**src/rtl/stream_source.sv**
```systemverilog
// Burst transmitter on the valid/grant stream: one command (base, step, length)
// produces an arithmetic sequence of words, advancing only on granted cycles.
//   state | meaning
//   IDLE  | waiting for a command, cmd_ready_o high
//   SEND  | presenting words, valid_o high
module stream_source #(
    parameter int DATA_WIDTH = 32,
    parameter int LEN_WIDTH  = 8
) (
    input  logic                  clk,
    input  logic                  rst,
    input  logic                  cmd_valid_i,
    output logic                  cmd_ready_o,
    input  logic [DATA_WIDTH-1:0] cmd_base_i,
    input  logic [DATA_WIDTH-1:0] cmd_step_i,
    input  logic [LEN_WIDTH-1:0]  cmd_len_i,
    input  logic                  abort_i,
    output logic [DATA_WIDTH-1:0] data_o,
    output logic                  valid_o,
    input  logic                  grant_i,
    output logic                  last_o,
    output logic                  busy_o,
    output logic                  done_o,
    output logic                  aborted_o,
    output logic [LEN_WIDTH-1:0]  sent_cnt_o
);

    typedef enum logic {IDLE, SEND} state_t;

    localparam logic [LEN_WIDTH-1:0] LEN_ONE = LEN_WIDTH'(1);

    state_t                state_q, state_d;
    logic [DATA_WIDTH-1:0] data_q, data_d;
    logic [DATA_WIDTH-1:0] step_q, step_d;
    logic [LEN_WIDTH-1:0]  remain_q, remain_d;
    logic [LEN_WIDTH-1:0]  sent_q, sent_d;
    logic                  abort_q, abort_d;
    logic                  done_q, done_d;
    logic                  aborted_q, aborted_d;
    logic                  xfer;

    always_ff @(posedge clk) begin
        if (rst) begin
            state_q   <= IDLE;
            data_q    <= '0;
            step_q    <= '0;
            remain_q  <= '0;
            sent_q    <= '0;
            abort_q   <= 1'b0;
            done_q    <= 1'b0;
            aborted_q <= 1'b0;
        end else begin
            state_q   <= state_d;
            data_q    <= data_d;
            step_q    <= step_d;
            remain_q  <= remain_d;
            sent_q    <= sent_d;
            abort_q   <= abort_d;
            done_q    <= done_d;
            aborted_q <= aborted_d;
        end
    end

    always_comb begin
        state_d   = state_q;
        data_d    = data_q;
        step_d    = step_q;
        remain_d  = remain_q;
        sent_d    = sent_q;
        abort_d   = abort_q;
        done_d    = 1'b0;
        aborted_d = aborted_q;
        xfer      = (state_q == SEND) && grant_i;

        case (state_q)
            IDLE: begin
                if (cmd_valid_i) begin
                    sent_d    = '0;
                    aborted_d = 1'b0;
                    abort_d   = 1'b0;
                    if (cmd_len_i != '0) begin
                        state_d  = SEND;
                        data_d   = cmd_base_i;
                        step_d   = cmd_step_i;
                        remain_d = cmd_len_i;
                    end else begin
                        done_d = 1'b1;
                    end
                end
            end
            SEND: begin
                if (xfer) begin
                    data_d   = data_q + step_q;
                    sent_d   = sent_q + LEN_ONE;
                    remain_d = remain_q - LEN_ONE;
                    // An abort landing on the natural final word still counts as a normal finish.
                    if (remain_q == LEN_ONE || abort_q || abort_i) begin
                        state_d   = IDLE;
                        done_d    = 1'b1;
                        aborted_d = (remain_q != LEN_ONE);
                    end
                end else if (abort_i) begin
                    abort_d = 1'b1;
                end
            end
            default: state_d = IDLE;
        endcase
    end

    assign cmd_ready_o = (state_q == IDLE);
    assign valid_o     = (state_q == SEND);
    assign busy_o      = (state_q == SEND);
    assign last_o      = (state_q == SEND) && (remain_q == LEN_ONE || abort_q);
    assign data_o      = data_q;
    assign done_o      = done_q;
    assign aborted_o   = aborted_q;
    assign sent_cnt_o  = sent_q;

endmodule

```
**config.mk**
```make
export PLATFORM = sky130hd
export DESIGN_NAME = stream_source
export DESIGN_NICKNAME = d
export VERILOG_FILES = /design/src/rtl/stream_source.sv
export SDC_FILE = /design/constraint.sdc
export NUM_CORES = 1
export LEC_CHECK = 0
export BUFFER_PORTS_ARGS = -buffer_cell sky130_fd_sc_hd__buf_4
export CORE_MARGIN = 8
export CORE_UTILIZATION = 45
export CTS_BUF_LIST = sky130_fd_sc_hd__clkbuf_8 sky130_fd_sc_hd__clkbuf_16
export DETAILED_ROUTE_END_ITERATION = 10
export GPL_ROUTABILITY_DRIVEN = 1
export PLACE_DENSITY = 0.72
export SYNTH_ARGS = -nofsm -noshare
export SYNTH_HDL_FRONTEND = slang
export SYNTH_SLANG_ARGS = --single-unit
```
**constraint.sdc**
```tcl
create_clock -name clk -period 3.8 [get_ports clk]
set_clock_uncertainty 0.2 [all_clocks]
set_input_delay 0.76 -clock clk [delete_from_list [all_inputs] [get_ports clk]]
set_output_delay 0.76 -clock clk [all_outputs]
set_load 0.005 [all_outputs]
```
## Word level (Yosys, flattened, before mapping)

Cells that the tools add are included.

| operators by class | value |
|---|---|
| $add $sub $neg | 3 |
| $mul | 0 |
| div/mod/pow operators | 0 |
| magnitude comparators | 0 |
| equal/unequal tests | 8 |
| shift-type cells | 0 |
| muxes and demuxes | 28 |
| bitwise logic cells | 1 |
| reductions and logical operators | 10 |

Operators by type and width:

| cell | number |
|---|---|
| $mux W32 | 3 |
| $pmux W32 S2 | 1 |
| $mux W8 | 5 |
| $add A32 B32 Y32 | 1 |
| $pmux W8 S2 | 2 |
| $mux W1 | 13 |
| $reduce_and A3 Y1 | 4 |
| $add A8 B1 Y8 const B | 1 |
| $eq A8 B1 Y1 const B | 1 |
| $ne A8 B1 Y1 const B | 1 |
| $pmux W1 S2 | 4 |
| $reduce_bool A8 Y1 | 1 |
| $sub A8 B1 Y8 const B | 1 |
| $ne A2 B1 Y1 const B | 3 |
| $ne A2 B2 Y1 const B | 3 |
| $logic_and A1 B1 Y1 | 2 |
| $logic_or A1 B1 Y1 | 2 |
| $reduce_and A2 Y1 | 1 |
| $not A1 Y1 | 1 |

| word-level totals | value |
|---|---|
| register bits | 84 |
| latch bits | 0 |
| bits in writable memories | 0 |
| bits in read-only memories | 0 |
| input bits | 77 |
| output and inout port bits | 46 |
| logic and storage cells | 58 |
| memories | 0 |

## Longest topological paths before layout

Gate-level depths: netlist (run 1).

| depth | value |
|---|---|
| depth after elaboration | 6 |
| mapped depth | 11 |
| gate-level depth less buffers | 11 |

## Least setup slack after synthesis (run 1)

OpenSTA, ideal clock, no wires.

| timing path | value |
|---|---|
| path type | register to register |
| from | register data_q[0], in the netlist data_o[0] |
| to | register data_q[30], in the netlist data_o[30] |
| setup time | 0.120 ns |
| data arrival time | 2.694 ns |
| required time | 3.480 ns |
| slack | 0.786 ns |
| cell stages (with the launch flop) | 12 |
| buffers on the path | 0 |
| clock period less this slack | 3.014 ns |
| path through | dfxtp_1 -> ha_1 -> fa_1 -> a21o_1 -> a221oi_2 -> o211ai_2 -> a41o_1 -> a211oi_4 -> o21ai_1 -> nand3_1 -> nor2_1 -> a211o_1 |

| on the way | value |
|---|---|
| cells in the longest elaborated chain, start to end | 3 |

RTL lines:

| item | line | text |
|---|---|---|
| start, declared | 33 | `logic [DATA_WIDTH-1:0] data_q, data_d;` |
| start signal, assigned | 54 | `data_q <= data_d;` |
| $add A32 B32 Y32 | 93 | `data_d = data_q + step_q;` |
| $mux W32 | 92 | `if (xfer) begin` |
| $pmux W32 S2 | 75 | `case (state_q)` |

No other way between the ends. The select of a mux whose other input is x is not followed.
A chain may end at the register's enable or synchronous reset.

## Worst setup path in the final report (run 1)

Same ends and word-level chain as after synthesis.

==> results of run 1 <==
-- sequential cells by signal, summed over array words and instances (netlist names) --
name and cells:
busy_o 1, step_q 32, sent_cnt_o 8, abort_q 1, aborted_o 1, done_o 1
data_o 32, remain_q 8
-- cells in the final DEF, fill, tap and decap left out, drive strengths merged, types with 3 or more instances in the layout --
cell      n
buf     132
nand2   115
a21oi    91
dfxtp    84
nor2     61
ha       34
o21ai    30
a211oi   29
xnor2    17
inv      13
nand3    13
mux2i    13
a21o     12
xor2     10
clkbuf    9
and3      8
a221oi    7
nor3      6
o211ai    6
o21a      5
nand4     4
nor2b     4
a31oi     4
a41oi     4
and2      3
and4      3
or3       3
a22oi     3
o31ai     3
a211o     3
bufinv    3
clkinv    3
-- per-layer routing --
layer,vias up,wire length (µm),part of all wire,global-route usage
li1,2576,-,-,-
met1,2457,6740,0.44,0.248
met2,158,7320,0.48,0.338
met3,18,952,0.063,0.0391
met4,0,187,0.012,0.0716
met5,-,0,0,0
-- metrics by stage --
step           power, mW  hold slack [ns]  area [µm²]  utilization
2_1_floorplan       1.42            0.240        5110            -
3_3_place_gp        1.65            0.251        6130        0.544
3_5_place_dp        1.67            0.255        6130        0.544
4_1_cts             2.66            0.263        6460        0.573
5_1_grt             2.77            0.284        6460        0.573
6_report            2.65            0.261        6460        0.573
-- power by group --
part,leakage (nW),internal [mW],switching [mW],total [mW]
combinational,2.02,0.289,0.352,0.642
sequential,0.692,0.950,0.0659,1.02
clock,0.172,0.635,0.352,0.987
-- worst max path at each step --
stage                     cells past startpoint  slack, ns  startpoint         end
after global placement                       11       0.60   data_o[0]  data_o[30]
after CTS                                    11       0.55   data_o[0]  data_o[30]
after detailed placement                     11       0.58   data_o[0]  data_o[30]
after floorplan                              11       0.79   data_o[0]  data_o[30]
after global routing                         11       0.38   data_o[0]  data_o[28]
final                                        11       0.52   data_o[0]  data_o[30]
-- logic make-up after synthesis --
group	count (synthesis)	share of synthesized area
simple gates	229	0.193
compound gates	219	0.279
mux	13	0.0255
buf+inv	54	0.0406
xor+xnor	27	0.0463
fa+ha+maj	35	0.0871
flops	84	0.329
-- synth_stat cells (all sizes together), types with 6 or more instances --
cell type	n
nor3	6
mux2i	13
nand3	13
xor2	10
dfxtp	84
clkbuf	39
a21o	12
nor2	61
inv	11
xnor2	17
nand2	115
a21oi	91
o211ai	6
a211oi	29
o21ai	30
and3	8
a221oi	7
ha	34
-- worst reg2reg max path, cell delays in order, from the launching register on --
cell and delay (ns):
dfxtp_1 0.32, ha_1 0.23, fa_1 0.40, a21o_1 0.22
a221oi_2 0.36, o211ai_2 0.20, a41o_1 0.33, a211oi_4 0.33
o21ai_1 0.15, nand3_1 0.13, nor2_1 0.05, a211o_1 0.25
-- final cells by class --
class | instances | area [µm²]
Clock inverter | 7 | 108
Timing Repair Buffer | 132 | 991
Clock buffer | 9 | 225
Sequential cell | 84 | 1680
Multi-Input combinational cell | 523 | 3230
Fill cell | 1064 | 4810
Tap cell | 143 | 179
Inverter | 12 | 45.0
==> reports/results.txt, run 1 <==
average vias per placed instance -> 5.72
outcome -> finished, final reports clean
Inserted Diodes -> 0
Die ar. -> 0.0150 mm²
cts bufs inserted -> 9
Initial Utilization -> 0.453
Reg2Reg Setup Slack -> 0.52 ns
setup ws final -> 0.525 ns
CTS clk-pin slew, worst paths -> 0.06 ns
R2R depth -> 11
non-filler cells, final -> 910
min-delay src -> step_q[29]
startpoint types -> flip-flop
Final GP Congestion -> 0.922
vias in the first global route -> 5162
CP bufs+invs -> 0
cells along the critical path -> ha_1 > fa_1 > a21o_1 > a221oi_2 > o211ai_2 > a41o_1 > a211oi_4 > o21ai_1 > nand3_1 > nor2_1 > a211o_1
row count -> 39
Mapped Nets -> 773
overall routing resource usage -> 0.200
r2r endpoint -> data_o[30]
P_leak -> 2.89 nW
Worst Setup End Kind -> flip-flop
Mean Syn Cell Area -> 7.73 µm²
Nets -> 874
Seq cells post-synth -> 84
pwr dens -> 409 mW/mm²
setup TNS -> 0 ns
Post-synth EDFFs -> 0
Setup CP Type -> reg2reg
Fmax -> 305 MHz
routed wire length -> 15200 µm
endpoints failing setup -> 0
sequential fraction of the synthesis area -> 0.329
area leader, netlist -> dfxtp_1
worst path required time -> 3.83 ns
Place WS -> 0.578 ns
placed cell count -> 894
Worst-Margin Slew -> 0.662 ns
CTS root buf -> clkbuf_16
# DRC -> 0
chip width -> 123 µm
Tcrit/Tclk final -> 0.862
htree depth -> 3
Post-synth ARST share -> 0
slowest stage delay, CP -> 0.40 ns
I/O pin count -> 123
CP delay by family, top -> compound AO/OA/AOI/OAI gates
Resize count post-CTS -> 0
dominant synthesized flop cell -> dfxtp_1
vias -> 5209
minimum clock period -> 3.28 ns
RSZ-0062 raised after global routing -> false
detailed placer's ending HPWL -> 11100 µm
die height -> 123 µm
Yosys warning count -> 0
Critical Path Fanout Max -> 4
hold endpoint -> step_q[29]
GRT overflow -> 0
post-synth cell types -> 64
post-route ant nets -> 0
worst reg2reg startpoint -> data_o[0]
Mapped Area -> 0.00511 mm²
Synth area leaders -> dfxtp_1 (33%), a21oi_1 (8.9%), nand2_1 (8.4%)
Synth Instances -> 661
Core Box Area -> 0.0113 mm²
Post-CTS Setup Repair Bufs -> 0
worst hold path class -> reg2reg
Clock Tree Buf Depth -> 2
largest net degree at the start of global routing -> 51
Area Growth Syn to Fin -> 26.4%
Yosys top cell area share -> 0.329
Routed WL per cell -> 16.7 µm
number of antenna violations at the first check in global routing -> 0
worst-skew pair later-pin latency -> 0.33 ns
clk sinks -> 84
first-pass detailed-route iteration total -> 6
number of max-slew violations in the final report -> 0
first-pass GRT wire length -> 24500 µm
initial drt markers -> 366
PortBufs -> 122
Max VDD drop -> 0.242 mV
Fin. Hold Viols -> 0
share of cells above drive strength 1 -> 0.206
slowest cell on the critical path -> fa_1
TritonCTS clock tree -> yes
slew margin rel. -> 0.553
Maximum Capacitance Violations -> 0
hold_buf cts -> 0
hold path depth -> 2
crit path DAT -> 3.30 ns
Power figures use the tool's default switching activity.
==> run 2: changes to the inputs <==
--- a/config.mk
+++ b/config.mk
@@ -11,7 +11,7 @@
 export CTS_BUF_LIST = sky130_fd_sc_hd__clkbuf_8 sky130_fd_sc_hd__clkbuf_16
 export DETAILED_ROUTE_END_ITERATION = 10
 export GPL_ROUTABILITY_DRIVEN = 1
-export PLACE_DENSITY = 0.72
+export PLACE_DENSITY = 0.69
 export SYNTH_ARGS = -nofsm -noshare
 export SYNTH_HDL_FRONTEND = slang
 export SYNTH_SLANG_ARGS = --single-unit
==> run 2 against run 1 <==
- hold slack worse by 0.0016 ns
- global-route usage grew 0.70 points
- fmax decreased by 1.3%
- combinational power decreased by 0.6%
- via count fell by 0.61%
- sequential share of layout area increased by 0.081 points
- non-clock buffer count shrank 1
- sequential power about the same
- core utilization decreased by 0.18 points
- wire length up 0.84%
- count of clock-buffer cells in the layout is 1 higher
- first-iteration DRC count shrank 3.6%
- critical endpoint unchanged
- largest power group unchanged
- highest routed layer unchanged
==> reports/results.txt, run 2 (synthesis gave the netlist of run 1 again) <==
Resize count post-CTS -> 0 (unchanged)
Tcrit/Tclk final -> 0.873 (+0.0116)
total chip power -> 2.60 mW (-1.6%)
startpoint types -> flip-flop
Fmax -> 301 MHz (-1.3%)
vias -> 5177 (-0.61%)
fill count -> 1051 (-1.2%)
sequential power share -> 0.391 (+0.007)
most frequent cells in the layout -> buf_4 (131), nand2_1 (114), a21oi_1 (91), dfxtp_1 (83), nor2_1 (59)
Setup CP Type -> reg2reg
CP delay by family, top -> compound AO/OA/AOI/OAI gates
detailed placer's ending HPWL -> 11000 µm (-1.2%)
Fin. Hold Viols -> 0 (unchanged)
initial drt markers -> 353 (-3.6%)
clock share of power -> 0.364 (-0.009)
CTS root buf -> clkbuf_16
worst reg2reg startpoint -> data_o[0]
Maximum Capacitance Violations -> 0 (unchanged)
slowest cell on the critical path -> fa_1
Routed WL per cell -> 16.9 µm (+0.95%)
Reg2Reg Setup Slack -> 0.48 ns (-0.04 ns)
P_leak -> 2.87 nW (-0.44%)
Worst Setup End Kind -> flip-flop
slowest stage delay, CP -> 0.40 ns (about the same)
hold path depth -> 2 (unchanged)
Sequential Area -> 0.00168 mm² (unchanged)
Area Growth Syn to Fin -> 26.0%
die height -> 123 µm (unchanged)
minimum clock period -> 3.32 ns (+0.0439 ns)
Core Box Area -> 0.0113 mm² (unchanged)
CTS clk-pin slew, worst paths -> 0.06 ns (about the same)
first-pass GRT wire length -> 25100 µm (+2.5%)
pwr dens -> 404 mW/mm² (-1.3%)
Post-CTS Setup Repair Bufs -> 0 (unchanged)
Clock Tree Buf Depth -> 2 (unchanged)
commonest non-fill, non-tap cell in the layout -> buf_4
cells along the critical path -> ha_1 > fa_1 > a21o_1 > a221oi_2 > o211ai_2 > a41o_1 > a211oi_4 > o21ai_1 > nand3_1 > nor2_1 > a211o_1
R2R depth -> 11 (unchanged)
Inserted Diodes -> 0 (unchanged)
clk sinks -> 84 (unchanged)
Initial Utilization -> 0.453 (unchanged)
Sw Ratio -> 0.298 (+0.00723)
Worst-Margin Slew -> 0.647 ns (-0.0149 ns)
GRT overflow -> 0 (unchanged)
# DRC -> 0 (unchanged)
htree depth -> 3 (unchanged)
Final GP Congestion -> 0.865 (-6.2%)
Logic pwr share -> 0.245 (+0.002)
slew margin rel. -> 0.563 (+0.0101)
Die ar. -> 0.0150 mm² (unchanged)
PortBufs -> 122 (unchanged)
outcome -> finished, final reports clean
routed wire length -> 15300 µm (+0.84%)
number of max-slew violations in the final report -> 0 (unchanged)
worst-skew pair later-pin latency -> 0.35 ns (+0.02 ns)
cts bufs inserted -> 9 (unchanged)
crit path DAT -> 3.35 ns (+0.05 ns)
worst hold path class -> reg2reg
setup TNS -> 0 ns (unchanged)
TritonCTS clock tree -> yes
number of antenna violations at the first check in global routing -> 0 (unchanged)
first-pass detailed-route iteration total -> 5 (-1)
Critical Path Fanout Max -> 4 (unchanged)
average vias per placed instance -> 5.70 (-0.50%)
Net Switching -> 0.777 mW (+0.84%)
vias in the first global route -> 5026 (-2.6%)
Max VDD drop -> 0.243 mV (+0.70%)
r2r endpoint -> data_o[30]
hold endpoint -> step_q[11]
Min Hold Slack -> 0.260 ns (-0.00163 ns)
Nets -> 873 (-0.11%)
I/O pin count -> 123 (unchanged)
chip width -> 123 µm (unchanged)
overall routing resource usage -> 0.207 (+0.00699)
post-route ant nets -> 0 (unchanged)
largest net degree at the start of global routing -> 47 (-7.8%)
share of cells above drive strength 1 -> 0.208 (+0.00157)
RSZ-0062 raised after global routing -> false
CP bufs+invs -> 0 (unchanged)
row count -> 39 (unchanged)
internal power -> 1.83 mW (-2.6%)
min-delay src -> step_q[11]
worst path required time -> 3.83 ns (about the same)
endpoints failing setup -> 0 (unchanged)
hold_buf cts -> 0 (unchanged)
Multi-input gate area -> 0.00323 mm² (about the same)
## run 2: final cells by class
type,instances,share of cell area
Clock inverter,6,0.0122
Multi-Input combinational cell,523,0.502
Clock buffer,10,0.0371
Sequential cell,84,0.261
Tap cell,143,0.0278
Timing Repair Buffer,131,0.153
Inverter,12,0.00699
## run 2: power by group through the flow
stage | Combinational [mW] | Clock, mW | Sequential, mW
after global placement | 0.623 | 0 | 1.03
after floorplan | 0.408 | 0 | 1.02
after global routing | 0.710 | 1.01 | 1.03
after CTS | 0.640 | 0.964 | 1.02
final | 0.638 | 0.948 | 1.02
after detailed placement | 0.634 | 0 | 1.03
## run 2: layer usage
layer  track usage  up-vias  wire length, µm
li1              -     2583                -
met1         0.262     2431             6910
met2         0.341      144             7320
met3        0.0414       19              865
met4        0.0784        0              237
met5             0        -                0
## run 2: per-stage QoR
step	utilization	instances	instance area (µm²)	setup slack, ns
final	0.571	909	6440	0.481
after global routing	0.571	909	6440	0.338
after CTS	0.571	909	6440	0.515
after detailed placement	0.543	893	6120	0.555
after global placement	0.543	893	6120	0.595
after floorplan	-	661	5110	0.786
## run 2: how the worst max path moves through the flow
stage | from | to | depth (start not counted)
6_report | data_o[0] | data_o[30] | 11
4_1_cts | data_o[0] | data_o[30] | 11
2_1_floorplan | data_o[0] | data_o[30] | 11
5_1_grt | data_o[0] | data_o[26] | 10
3_3_place_gp | data_o[0] | data_o[30] | 11
3_5_place_dp | data_o[0] | data_o[30] | 11
## run 2: worst register-to-register path: stages (launching register included)
cell,delay [ns]
dfxtp_1,0.33
ha_1,0.23
fa_1,0.40
a21o_1,0.22
a221oi_2,0.37
o211ai_2,0.20
a41o_1,0.32
a211oi_4,0.34
o21ai_1,0.15
nand3_1,0.13
nor2_1,0.06
a211o_1,0.26
